===== config.mk =====
export PLATFORM = sky130hd
export DESIGN_NAME = crg_rst_seq
export DESIGN_NICKNAME = d
export VERILOG_FILES = /design/src/rtl/crg_rst_seq_pkg.sv /design/src/rtl/crg_sync2_arst.sv /design/src/rtl/crg_rst_seq.sv
export SDC_FILE = /design/constraint.sdc
export NUM_CORES = 1
export LEC_CHECK = 0
export BUFFER_PORTS_ARGS = -buffer_cell sky130_fd_sc_hd__clkbuf_2
export CELL_PAD_IN_SITES_DETAIL_PLACEMENT = 0
export CELL_PAD_IN_SITES_GLOBAL_PLACEMENT = 1
export CORE_ASPECT_RATIO = 0.75
export CORE_MARGIN = 1
export CORE_UTILIZATION = 40
export CTS_CLUSTER_DIAMETER = 100
export DETAILED_ROUTE_END_ITERATION = 7
export PLACE_DENSITY = 0.85
export SLEW_MARGIN = 20
export SYNTH_ARGS = -nofsm -noshare
export SYNTH_HDL_FRONTEND = slang
export SYNTH_HIERARCHICAL = 1
export SYNTH_SLANG_ARGS = --single-unit
export TNS_END_PERCENT = 30

===== constraint.sdc =====
create_clock -name clk -period 5 [get_ports clk]
set_clock_uncertainty 0.2 [all_clocks]
set_input_delay 1 -clock clk [delete_from_list [all_inputs] [get_ports clk]]
set_output_delay 1 -clock clk [all_outputs]
set_load 0.05 [all_outputs]

===== src/rtl/crg_rst_seq_pkg.sv =====
// crg_rst_seq_pkg
// Shared definitions for the CRG reset-release sequencer:
//   - state_e      : sequencer FSM state encoding
//   - DEF_NUM_STG  : default number of sequenced reset outputs
//   - DEF_CNT_W    : default width of a per-stage delay field / counter
//   - DEF_MIN_ASSERT : default request-free cycles before the first release
package crg_rst_seq_pkg;

  typedef enum logic [1:0] {
    ST_ASSERT  = 2'd0,
    ST_RELEASE = 2'd1,
    ST_DONE    = 2'd2
  } state_e;

  localparam int DEF_NUM_STG    = 4;
  localparam int DEF_CNT_W      = 8;
  localparam int DEF_MIN_ASSERT = 8;

endpackage


===== src/rtl/crg_sync2_arst.sv =====
// crg_sync2_arst
// Two-flop synchronizer for a single level signal, with an asynchronous
// active-low clear.
// Ports:
//   clk   : destination clock
//   clr_n : asynchronous clear, active-low (forces q to 0)
//   d     : asynchronous input level
//   q     : synchronized output, two clk edges behind d
module crg_sync2_arst (
  input  logic clk,
  input  logic clr_n,
  input  logic d,
  output logic q
);

  logic meta_q;

  always_ff @(posedge clk or negedge clr_n) begin
    if (!clr_n) begin
      meta_q <= 1'b0;
      q      <= 1'b0;
    end else begin
      meta_q <= d;
      q      <= meta_q;
    end
  end

endmodule


===== src/rtl/crg_rst_seq.sv =====
// crg_rst_seq
// Reset-release sequencer. Holds every downstream reset asserted while a
// request is present, then, after MIN_ASSERT request-free cycles, releases
// the stages one at a time in index order with a programmable per-stage gap.
// Ports:
//   clk       : single clock, all logic on posedge
//   rst       : synchronous active-high reset (same effect as power-on)
//   rst_req   : synchronous software reset request, level, active-high
//   ext_req   : asynchronous external reset request, level, active-high
//   dly_cfg   : per-stage release delay, field k = [k*CNT_W +: CNT_W]
//   stg_rst_n : per-stage reset, active-low, registered
//   seq_busy  : high while asserting or releasing
//   seq_done  : high once every stage is released
//   cur_stg   : stage currently counting its delay; 0 outside release
module crg_rst_seq
  import crg_rst_seq_pkg::*;
#(
  parameter int NUM_STG    = DEF_NUM_STG,
  parameter int CNT_W      = DEF_CNT_W,
  parameter int MIN_ASSERT = DEF_MIN_ASSERT
) (
  input  logic                       clk,
  input  logic                       rst,
  input  logic                       rst_req,
  input  logic                       ext_req,
  input  logic [NUM_STG*CNT_W-1:0]   dly_cfg,
  output logic [NUM_STG-1:0]         stg_rst_n,
  output logic                       seq_busy,
  output logic                       seq_done,
  output logic [$clog2(NUM_STG)-1:0] cur_stg
);

  localparam int STG_W = $clog2(NUM_STG);

  state_e                   state_q;
  logic [CNT_W-1:0]         cnt_q;
  logic [STG_W-1:0]         k_q;
  logic [NUM_STG*CNT_W-1:0] dly_q;
  logic [1:0]               mask_q;
  logic                     ext_req_s;
  logic                     req;
  logic [CNT_W-1:0]         cur_dly;

  crg_sync2_arst u_ext_sync (
    .clk   (clk),
    .clr_n (1'b1),
    .d     (ext_req),
    .q     (ext_req_s)
  );

  // The synchronizer has no reset, so its contents are unknown for the
  // first two cycles after rst falls; treat them as an active request.
  assign req     = rst_req | ext_req_s | (|mask_q);
  assign cur_dly = dly_q[k_q*CNT_W +: CNT_W];

  always_ff @(posedge clk) begin
    if (rst) begin
      state_q   <= ST_ASSERT;
      cnt_q     <= '0;
      k_q       <= '0;
      dly_q     <= '0;
      mask_q    <= 2'b11;
      stg_rst_n <= '0;
      seq_busy  <= 1'b1;
      seq_done  <= 1'b0;
      cur_stg   <= '0;
    end else begin
      mask_q <= {mask_q[0], 1'b0};
      case (state_q)
        ST_ASSERT: begin
          stg_rst_n <= '0;
          seq_busy  <= 1'b1;
          seq_done  <= 1'b0;
          cur_stg   <= '0;
          if (req) begin
            cnt_q <= '0;
          end else if (cnt_q == CNT_W'(MIN_ASSERT - 1)) begin
            // Delays are frozen here so later dly_cfg edits cannot disturb
            // a sequence already in progress.
            state_q <= ST_RELEASE;
            cnt_q   <= '0;
            k_q     <= '0;
            dly_q   <= dly_cfg;
          end else begin
            cnt_q <= cnt_q + 1'b1;
          end
        end

        ST_RELEASE: begin
          if (req) begin
            // A new request wins over a release due in the same cycle.
            state_q   <= ST_ASSERT;
            stg_rst_n <= '0;
            cnt_q     <= '0;
            k_q       <= '0;
            cur_stg   <= '0;
            seq_busy  <= 1'b1;
            seq_done  <= 1'b0;
          end else if (cnt_q == cur_dly) begin
            // Counter restarts on the match, so it never wraps even for
            // the maximum delay value.
            stg_rst_n[k_q] <= 1'b1;
            cnt_q          <= '0;
            if (k_q == STG_W'(NUM_STG - 1)) begin
              state_q  <= ST_DONE;
              k_q      <= '0;
              cur_stg  <= '0;
              seq_busy <= 1'b0;
              seq_done <= 1'b1;
            end else begin
              k_q     <= k_q + 1'b1;
              cur_stg <= k_q + 1'b1;
            end
          end else begin
            cnt_q <= cnt_q + 1'b1;
          end
        end

        ST_DONE: begin
          if (req) begin
            state_q   <= ST_ASSERT;
            stg_rst_n <= '0;
            cnt_q     <= '0;
            k_q       <= '0;
            cur_stg   <= '0;
            seq_busy  <= 1'b1;
            seq_done  <= 1'b0;
          end
        end

        default: begin
          // Unreachable encoding: fall back to holding everything in reset.
          state_q   <= ST_ASSERT;
          stg_rst_n <= '0;
          cnt_q     <= '0;
          k_q       <= '0;
          cur_stg   <= '0;
          seq_busy  <= 1'b1;
          seq_done  <= 1'b0;
        end
      endcase
    end
  end

endmodule


-- Word-level counts from Yosys, hierarchy flattened
Cells that the tools add are included.
- logic and storage cells: 76
- bits of input ports: 36
- bits in registers: 56
- bitwise operators: 4
- add/subtract/negate cells: 2
- magnitude comparators: 2
- mux-type cells: 37
- shift operators: 1
- equal/unequal tests: 10
- reductions and logical operators: 8
- operator list (cell ; count):
    2-to-1 mux 8 bit ; 5
    indexed part select 32 x 6 -> 8 bit ; 1
    case mux 8 bit (3 select lines) ; 1
    2-to-1 mux 2 bit ; 11
    2-to-1 mux 4 bit ; 3
    case mux 2 bit (3 select lines) ; 2
    2-to-1 mux 1 bit ; 10
    adder 8 x 1 -> 8 bit (second input constant) ; 1
    == test 8 x 3 -> 1 bit (second input constant) ; 1
    == test 8 bit ; 1
    case mux 4 bit (2 select lines) ; 1
    inequality test 2 bit (second input constant) ; 3
    inequality test 3 bit (second input constant) ; 2
    AND reduction 3 bit ; 2
    AND reduction 5 bit ; 1
    == test 2 bit (second input constant) ; 2
    bitwise OR 4 bit ; 1
    case mux 1 bit (2 select lines) ; 2
    case mux 2 bit (2 select lines) ; 1
    AND reduction 4 bit ; 1
    < comparator 2 x 3 -> 1 bit (second input constant) ; 1
    adder 2 x 1 -> 2 bit (second input constant) ; 1
    demux 1 bit (select 2 bit) ; 1
    == test 2 x 1 -> 1 bit (second input constant) ; 1
    7 further kinds ; 8

-- Depth between registers and ports, before layout
Gate-level depths: netlist (run 1).
- word-level depth: 8
- gate-level depth with buffers: 8
- mapped depth without buffers: 7

-- Modules after synthesis
Netlist (run 1), hierarchy kept.
- modules (own cells, without submodules) (module ; sequential area each (um^2) ; instances ; area an instance (um^2) ; cells an instance):
    crg_rst_seq ; 1081.0 ; 1 ; 2443.6 ; 286
    crg_sync2_arst ; 50.0 ; 1 ; 50.0 ; 2

-- Worst setup path after synthesis (run 1)
OpenSTA, ideal clock, no wires.
- path kind: input-to-reg
- start point: in rst_req
- end point: reg seq_done
- stages on the path: 5
- required time: 4.725 ns
- arrival time: 2.579 ns
- buffers on the path: 0
- library setup time: 0.075 ns
- path slack: 2.147 ns
- path through: or4_1 > or3_1 > a21oi_1 > nand2_1 > o21ai_0
- longest elaborated chain between the ends: 4
- elaborated cells on any way between the ends: 8
- those cells by class: eq/ne: 3; mux: 2; bitwise: 2; reduce/logical: 1
- RTL lines (element ; line ; text):
    start, declared ; crg_rst_seq.sv:24 ; input logic rst_req,
    bitwise OR 1 bit (*) (2 in a row) ; crg_rst_seq.sv:53 ; assign req = rst_req | ext_req_s | (|mask_q);
    inequality test 3 bit (no line) (tied with other cells) ; - ;
    AND reduction 3 bit (no line) or case mux 1 bit (2 select lines) (tied branches) ; - ;
    end signal, assigned ; crg_rst_seq.sv:65 ; seq_done <= 1'b0;
    end signal, assigned ; crg_rst_seq.sv:73 ; seq_done <= 1'b0;
    end signal, assigned ; crg_rst_seq.sv:98 ; seq_done <= 1'b0;
    end, declared ; crg_rst_seq.sv:29 ; output logic seq_done,
Mark *: on every way between the ends. The rest lies on a longest branch, timed or not.
A chain may end at the register's enable or synchronous reset.

-- Worst setup path after layout (run 1)
- start point: reg k_q[0]
- end point: reg k_q[0]
- longest elaborated chain between the ends: 5
- elaborated cells on any way between the ends: 10
- those cells by class: add/sub: 1; eq/ne: 3; shift: 1; mux: 4; reduce/logical: 1
- RTL lines (element ; line ; text):
    start, declared ; crg_rst_seq.sv:37 ; logic [STG_W-1:0] k_q;
    start signal, assigned ; crg_rst_seq.sv:111 ; k_q <= k_q + 1'b1;
    parallel branches: the longest is 5 deep, another holds indexed part select 32 x 6 -> 8 bit ; - ;
Several ways; the timed one is not identified. The select of a mux whose other input is x is not followed.

==> out/metrics.cfg, run 1 <==
[layout]
final_common_cell = nand2_1
area_delta_synth_final_pct = 14.4
fillers = 584
final_cell_mix = nand2_1, dfxtp_1, a21oi_1, clkbuf_2, o21ai_0
stdcell_count = 404
final_core_util_pct = 48.2
antenna_cells = 0
fin_nets = 367
layout-drive-gt1-share_pct = 19.9

[min_path]
hp-start = u_ext_sync/meta_q
hold_class = reg2reg

[power]
leakage_nw = 1.12
powerDensity_nw_per_um2 = 254
seqPwrFrac_pct = 61.9
pwr-share-comb_pct = 3.4
p_int_w = 0.000571
clockPowerShare_pct = 34.7
netSwitchingPower_w = 0.000154
power_w = 0.000725
switching_share_pct = 21.3
vdd_drop_max_v = 0.000171

[clock_tree]
cts_setup_buffers = 0
cts_tree = yes
cts_resized = 0
cts_buffer_depth = 2
cts-htree-levels = 2
clockRootBuffer = clkbuf_8
cts.sinks = 56
numCtsBuffers = 5
holdBufCountCts = 0
clkLatencyLatePin_ns = 0.30
cts.clk_slew.worst_paths_ns = 0.10

[setup_path]
r2r_start = k_q[0]
start_kind = flip-flop
critPathMaxFanout = 13
cp.required_ns = 5.00
arrival_ns = 3.06
cp-startpoint = k_q[0]
cp-end-kind = flip-flop
path_class = reg2reg

[sta]
finalCritPeriodShare_pct = 61.2
holdWs_ns = 0.170
period_minus_slack_ns = 3.06
finalSetupTns_ns = 0
max_freq_mhz = 327
finalHoldViolCount = 0
setup_viol = 0
rsz0062_at_grt = no
worst_slew_pin_slew_ns = 0.954
relSlewSlack_pct = 35.9
drv_slew = 0

[floorplanning]
initial_utilization_pct = 42.2
coreArea_sq_um = 5920
fp-row-count = 24
boundaryPins = 44
die_area_sq_um = 6560
dieWidth_um = 93.2
fp.dieH_um = 70.4

[yosys]
synth_warnings = 6
synth-edff-count = 0
synth_flop_cell = dfxtp_1
synth_area_leaders = dfxtp_1, nand2_1, a21oi_1
seq_area_frac_synth_pct = 45.4
synth_top_cell_by_area = dfxtp_1
synthDistinctLibCells = 37
async_flop_share_pct = 3.57
ys_ff_latch = 56
syn_inst = 288
yosys.area.top_type_share_pct = 43.4
avgSynthCellArea_sq_um = 8.66
synth_area_sq_um = 2490

[placement]
gp_congestion = 0.862
dpl.hpwl_um = 3740
dp_cells = 397
port_buffers = 43

[route]
first_iter_violations = 122
first_pass_iters = 4
ant_nets = 0
wl_per_cell_um = 13.3
route.detailed.drc = 0
drt_wl_total_um = 5370
avgViaCountPerCell = 5.13
vias = 2071

[grt]
grt_pass1_vias = 1997
antenna_found_initial = 0
grt_pass1_wl_um = 9290
grt_max_degree = 47
grt_overflow = 0
grt.total_usage_pct = 17.7

[run_status]
status = finished clean

[flow_run]
maxCapViolations = 0

-- through the flow --
stage / setup WS (ns) / area (sq um)
final: 1.94 / 2850
after global routing: 1.78 / 2850
after CTS: 1.83 / 2850
after detailed placement: 1.49 / 2760
after global placement: 1.61 / 2760
after floorplan: 2.15 / 2500
-- final timing paths --
path,end,slack [ns],cells past startpoint
setup / recovery,k_q[0],1.94,6
hold / removal,u_ext_sync/q,0.17,0
setup reg to reg,k_q[0],1.94,6
hold reg to reg,u_ext_sync/q,0.17,0
-- sequential cells by signal, indices dropped and copies added (netlist names) --
register,count
dly_q,32
mask_q,2
state_q,2
cur_stg,2
u_ext_sync/meta_q,1
stg_rst_n,4
seq_busy,1
seq_done,1
k_q,2
u_ext_sync/q,1
cnt_q,8
-- logic make-up (layout without fill, tap and decap cells) --
kind of cell    count (synthesis)  count (layout)  share of synthesized area (%)
buf+inv                        21              58                           3.46
flops                          56              56                           45.4
fa+ha+maj                       5               5                           2.51
simple gates                  120             120                           22.4
xor+xnor                        8               8                           2.81
mux                            11              11                           8.58
other cells                     1               2                          0.150
compound gates                 66              66                           14.8
-- routing by layer --
metal,track usage (%),vias to the layer above,part of all wire (%)
met5,0,-,0
met4,3.08,0,0.45
met3,4.03,2,4.9
met2,25.2,53,43
met1,27.2,959,52
li1,-,1057,-
-- critical path, stage by stage, from the launching register on --
cell,delay [ns]
dfxtp_1,0.79
mux4_1,0.65
xor2_1,0.18
nor4_4,0.36
a21oi_2,0.20
or3_4,0.45
mux2i_1,0.13
-- cells in the mapped netlist, types with 3 or more instances --
cell type / instances
nand2_1: 84
clkbuf_1: 13
dfxtp_1: 54
a21oi_1: 43
xor2_1: 7
nand3_1: 5
o21ai_0: 8
nor2b_1: 5
nor3_1: 7
mux4_2: 7
inv_1: 7
and2_1: 3
o22ai_1: 4
ha_1: 5
mux2i_1: 3
and3_1: 4
-- power groups by stage --
stage / logic (W) / clock network [W] / registers [W]
global route: 0.0000273 / 0.000274 / 0.000449
finish: 0.0000246 / 0.000251 / 0.000449
CTS: 0.0000247 / 0.000259 / 0.000449
floorplan: 0.00000844 / 0 / 0.000459
global placement: 0.0000247 / 0 / 0.000459
detailed placement: 0.0000245 / 0 / 0.000459
-- cell type report --
class / count / area (sq um) / share of cell area [%]
sequential: 56 / 1130 / 39.6
clock inverter: 1 / 8.76 / 0.307
tap: 78 / 97.6 / 3.42
multi-input combinational: 212 / 1280 / 45.0
timing repair buffer: 44 / 223 / 7.81
inverter: 7 / 26.3 / 0.921
clock buffer: 6 / 82.6 / 2.89
(Power assumes the default switching activity.)
==> run 2, diff against run 1 <==
--- a/config.mk
+++ b/config.mk
@@ -5,15 +5,16 @@
 export SDC_FILE = /design/constraint.sdc
 export NUM_CORES = 1
 export LEC_CHECK = 0
+export ABC_AREA = 1
 export BUFFER_PORTS_ARGS = -buffer_cell sky130_fd_sc_hd__clkbuf_2
 export CELL_PAD_IN_SITES_DETAIL_PLACEMENT = 0
 export CELL_PAD_IN_SITES_GLOBAL_PLACEMENT = 1
 export CORE_ASPECT_RATIO = 0.75
 export CORE_MARGIN = 1
-export CORE_UTILIZATION = 40
+export CORE_UTILIZATION = 36
 export CTS_CLUSTER_DIAMETER = 100
 export DETAILED_ROUTE_END_ITERATION = 7
-export PLACE_DENSITY = 0.85
+export PLACE_DENSITY = 0.83
 export SLEW_MARGIN = 20
 export SYNTH_ARGS = -nofsm -noshare
 export SYNTH_HDL_FRONTEND = slang
==> constraint.sdc (replaced) <==
create_clock -name clk -period 2.6 [get_ports clk]
set_clock_uncertainty 0.2 [all_clocks]
set_input_delay 0.52 -clock clk [delete_from_list [all_inputs] [get_ports clk]]
set_output_delay 0.52 -clock clk [all_outputs]
set_load 0.05 [all_outputs]
==> run 2 against run 1 <==
  * Register-to-register slack worse by 1.6 ns
  * Global-route usage down 0.68 points
  * Setup slack worse by 1.6 ns
  * Count of clock-buffer cells in the layout unchanged
  * Largest cell class unchanged
==> out/metrics.cfg, run 2 <==
[run_status]
status = finished clean

[grt]
grt.total_usage_pct = 17.0
antenna_found_initial = 0
grt_overflow = 0
grt_pass1_vias = 2369
grt_pass1_wl_um = 10800
grt_max_degree = 33

[yosys]
ys_ff_latch = 56
synth-edff-count = 0
synth_flop_cell = dfxtp_1
yosys.area.top_type_share_pct = 38.9
syn_inst = 406
synthDistinctLibCells = 29
ys_top_cells_by_count = nand2_1, nor2_1, dfxtp_1, nand3_1
synth_area_sq_um = 2780
synth.most_common_cell = nand2_1
seq_area_frac_synth_pct = 40.7
synth_warnings = 6
async_flop_share_pct = 3.57
synth_area_leaders = dfxtp_1, nand2_1, nor2_1
avgSynthCellArea_sq_um = 6.84
synth_top_cell_by_area = dfxtp_1

[route]
first_iter_violations = 138
first_pass_iters = 4
wl_per_cell_um = 11.4
avgViaCountPerCell = 4.73
vias = 2609
route.detailed.drc = 0
ant_nets = 0
drt_wl_total_um = 6290

[clock_tree]
clockRootBuffer = clkbuf_8
cts.sinks = 56
numCtsBuffers = 5
cts-htree-levels = 2
cts_setup_buffers = 0
holdBufCountCts = 0
cts_buffer_depth = 2
cts_tree = yes
cts_resized = 0
clkLatencyLatePin_ns = 0.31
cts.clk_slew.worst_paths_ns = 0.10

[sta]
holdWs_ns = 0.112
max_freq_mhz = 447
relSlewSlack_pct = 66.6
finalCritPeriodShare_pct = 86.1
rsz0062_at_grt = no
finalSetupTns_ns = 0
finalHoldViolCount = 0
period_minus_slack_ns = 2.24
worst_slew_pin_slew_ns = 0.500
setup_viol = 0
drv_slew = 0

[setup_path]
path_class = reg2reg
start_kind = flip-flop
arrival_ns = 2.25
cp.required_ns = 2.61
critPathMaxFanout = 16
cp-end-kind = flip-flop

[power]
power_w = 0.00139
vdd_drop_max_v = 0.000204
powerDensity_nw_per_um2 = 438
leakage_nw = 1.56

[placement]
dp_cells = 544
port_buffers = 43
gp_congestion = 0.885
dpl.hpwl_um = 4730

[layout]
final_cell_mix = nand2_1, nor2_1, dfxtp_1, clkbuf_2, nand3_1
final_core_util_pct = 43.0
fin_nets = 491
top_regs = dly_q x32, cnt_q x8, stg_rst_n x4
antenna_cells = 0
largest_reg_flops = 32
layout-drive-gt1-share_pct = 17.7
regMostFlops = dly_q
stdcell_count = 552
area_delta_synth_final_pct = 14.6
final_common_cell = nand2_1

[flow_run]
maxCapViolations = 0

[min_path]
hold_class = in2reg

[floorplanning]
initial_utilization_pct = 37.5
fp.dieH_um = 78.1
dieWidth_um = 103
coreArea_sq_um = 7400
fp-row-count = 27
die_area_sq_um = 8070
boundaryPins = 44

[run 2: changes by cell type after synthesis, moves of 6 or more]
cell | before | now
o21ai_0 | 8 | 36
nand3_2 | 0 | 6
nand4_1 | 0 | 10
mux4_2 | 7 | 0
nand3_1 | 5 | 38
nand2_2 | 0 | 6
a21oi_1 | 43 | 12
nor2_1 | 2 | 79
inv_1 | 7 | 36
[run 2: layout make-up]
type                    instances  area [sq um]
repair buffers                 53           290
inverters                      38           148
well taps                     101           126
clock inverters                 2          10.0
flip-flops and latches         56          1130
multi-input cells             296          1400
clock buffers                   6          82.6
fillers                       797          4210
[run 2: worst paths after layout]
path                     start                 to  slack (ns)  cells past startpoint
min                    ext_req  u_ext_sync/meta_q        0.11                      1
max reg2reg             k_q[0]         state_q[0]        0.36                     14
min reg2reg  u_ext_sync/meta_q       u_ext_sync/q        0.16                      0
max                     k_q[0]         state_q[0]        0.36                     14
[run 2: worst max-delay path, cell delays in order (launching register included)]
cell and delay [ns]:
dfxtp_1 0.50, buf_4 0.26, nand2_1 0.07, nand3_1 0.10, nand2_1 0.06, nand2_1 0.05
nand2_1 0.05, inv_1 0.04, nand2_1 0.05, nor2_2 0.09, nand2_2 0.14, nand2_4 0.21
nand2_1 0.12, o21ai_0 0.15, nor2_1 0.05
[run 2: report_power, final]
part           internal, W  switching, W
Sequential        0.000861    0.00000151
Clock             0.000213      0.000273
Combinational    0.0000242     0.0000223
Total              0.00110      0.000297
[run 2: routing by layer]
| layer | track usage [%] | routed length (um) |
|---|---|---|
| met1 | 24.7 | 3380 |
| met2 | 25.6 | 2520 |
| met3 | 3.03 | 321 |
| met4 | 4.65 | 77 |
| met5 | 0 | 0 |
[run 2: logic make-up (layout without fill, tap and decap cells)]
logic type | Yosys count | after routing | synth area share, %
other cells | 1 | 2 | 0.135
xor+xnor | 5 | 5 | 1.58
fa+ha+maj | 5 | 5 | 2.25
buf+inv | 55 | 99 | 9.14
simple gates | 236 | 236 | 37.5
compound gates | 48 | 48 | 8.65
flops | 56 | 56 | 40.7
[run 2: per-stage QoR]
stage	area [sq um]	worst slack (ns)
floorplan	2780	0.704
global placement	3090	0.464
detailed placement	3090	0.391
CTS	3180	0.367
global route	3180	0.111
finish	3180	0.361
==> run 3, diff against run 2 <==
--- a/config.mk
+++ b/config.mk
@@ -7,14 +7,12 @@
 export LEC_CHECK = 0
 export ABC_AREA = 1
 export BUFFER_PORTS_ARGS = -buffer_cell sky130_fd_sc_hd__clkbuf_2
-export CELL_PAD_IN_SITES_DETAIL_PLACEMENT = 0
-export CELL_PAD_IN_SITES_GLOBAL_PLACEMENT = 1
 export CORE_ASPECT_RATIO = 0.75
 export CORE_MARGIN = 1
-export CORE_UTILIZATION = 36
+export CORE_UTILIZATION = 51
 export CTS_CLUSTER_DIAMETER = 100
 export DETAILED_ROUTE_END_ITERATION = 7
-export PLACE_DENSITY = 0.83
+export PLACE_DENSITY = 0.84
 export SLEW_MARGIN = 20
 export SYNTH_ARGS = -nofsm -noshare
 export SYNTH_HDL_FRONTEND = slang
==> run 3 against run 2 <==
  * Cell area decreased by 1.8%
  * Maximum frequency decreased by 3.6%
  * Total power increased by 0.79%
  * Sequential cell count unchanged
  * Non-clock buffer count decreased by 3
  * Critical path depth decreased by 5
  * Register-to-register slack got worse by 0.08 ns
  * Final cell count decreased by 5.8%
  * Setup slack got worse by 0.082 ns
==> out/metrics.cfg, run 3 (synthesized netlist as in run 2, its figures left out) <==
[grt]
grt_overflow = 0
grt_max_degree = 44
antenna_found_initial = 0
grt.total_usage_pct = 24.3
grt_pass1_vias = 2462
grt_pass1_wl_um = 10900

[clock_tree]
clkLatencyLatePin_ns = 0.31
cts-htree-levels = 2
cts_tree = yes
cts_resized = 0
cts_setup_buffers = 0
clockRootBuffer = clkbuf_8
numCtsBuffers = 5
cts.clk_slew.worst_paths_ns = 0.10
cts.sinks = 56
holdBufCountCts = 0
cts_buffer_depth = 2

[route]
avgViaCountPerCell = 5.11
route.detailed.drc = 0
first_iter_violations = 187
vias = 2656
ant_nets = 0
wl_per_cell_um = 11.8
drt_wl_total_um = 6150
first_pass_iters = 6

[layout]
area_delta_synth_final_pct = 12.6
largest_reg_flops = 32
fin_nets = 488
antenna_cells = 0
fillers = 507
regMostFlops = dly_q
final_common_cell = nand2_1
top_regs = dly_q x32, cnt_q x8, stg_rst_n x4
final_cell_mix = nand2_1, nor2_1, dfxtp_1, clkbuf_2, nand3_1
layout-drive-gt1-share_pct = 17.0

[sta]
setup_viol = 0
finalSetupTns_ns = 0
period_minus_slack_ns = 2.32
finalCritPeriodShare_pct = 89.3
relSlewSlack_pct = 37.6
rsz0062_at_grt = no
worst_slew_pin_slew_ns = 0.935
drv_slew = 0
max_freq_mhz = 431
finalHoldViolCount = 0

[setup_path]
cp.required_ns = 2.65
cp-end-kind = flip-flop
path_class = reg2reg
crit_chain = ha_1 > nand2_1 > inv_1 > and3_1 > inv_1 > nor2_1 > inv_1 > nor2_1 > nor2_1
cp_slowest_stage_delay_ns = 0.68
start_kind = flip-flop
critPathMaxFanout = 32
critPathSlowestCell = inv_1
arrival_ns = 2.37

[floorplanning]
fp-row-count = 22
dieWidth_um = 87.2
fp.dieH_um = 65.9
boundaryPins = 44
die_area_sq_um = 5750
coreArea_sq_um = 5060
initial_utilization_pct = 54.8

[flow_run]
maxCapViolations = 0

[placement]
gp_congestion = 0.858
port_buffers = 43
dpl.hpwl_um = 4280

[min_path]
hold_class = in2reg

[power]
powerDensity_nw_per_um2 = 450
leakage_nw = 1.54
vdd_drop_max_v = 0.000191
power_w = 0.00141

[run_status]
status = finished clean

## run 3: changes by cell type in the layout (fill, tap and decap cells not counted)
cell	before	now
clkinv_2	2	0
buf_4	10	7
clkbuf_1	0	1
clkinvlp_4	0	1
## run 3: critical path, delay by kind of cell, from the launching register on
family,cells,cell delay [ns]
buffers and inverters,3,0.87
AND/OR/NAND/NOR,5,0.57
flip-flops,1,0.39
adder cells (fa/ha/maj),1,0.23
## run 3: final timing paths
check | depth (start not counted) | start | end | slack, ns
max | 9 | cnt_q[0] | dly_q[1] | 0.28
min | 1 | ext_req | u_ext_sync/meta_q | 0.11
max reg2reg | 9 | cnt_q[0] | dly_q[1] | 0.28
min reg2reg | 0 | u_ext_sync/meta_q | u_ext_sync/q | 0.15
## run 3: per-layer routing
| metal | vias to the layer above | wire length, um | share of wire, % | global-route usage, % |
|---|---|---|---|---|
| li1 | 1370 | - | - | - |
| met1 | 1184 | 2960 | 48 | 32.6 |
| met2 | 94 | 2660 | 43 | 38.3 |
| met3 | 8 | 440 | 7.2 | 6.87 |
| met4 | 0 | 90 | 1.5 | 6.35 |
| met5 | - | 0 | 0 | 0 |
## run 3: cell type report
type	count	area, sq um	area share, %
multi-input combinational	296	1400	44.7
clock inverter	1	7.51	0.240
tap	72	90.1	2.88
clock buffer	7	86.3	2.76
timing repair buffer	50	268	8.56
sequential	56	1130	36.2
inverter	38	148	4.72
## run 3: metrics by stage
| step | setup WS, ns | std cells | util, % | cell area [sq um] | hold WS, ns |
|---|---|---|---|---|---|
| final | 0.279 | 520 | 61.7 | 3130 | 0.112 |
| after global routing | 0.0421 | 520 | 61.7 | 3130 | 0.0916 |
| after CTS | 0.257 | 520 | 61.7 | 3130 | 0.104 |
| after detailed placement | 0.321 | 512 | 59.9 | 3030 | 0.136 |
| after global placement | 0.362 | 512 | 59.9 | 3030 | 0.132 |
| after floorplan | 0.704 | 407 | - | 2780 | 0.131 |
## run 3: where the power goes
part,switching (W),total (W),leakage (nW),internal [W]
Sequential,0.00000152,0.000863,0.459,0.000861
Clock,0.000279,0.000497,0.0445,0.000217
Combinational,0.0000236,0.0000469,1.03,0.0000233
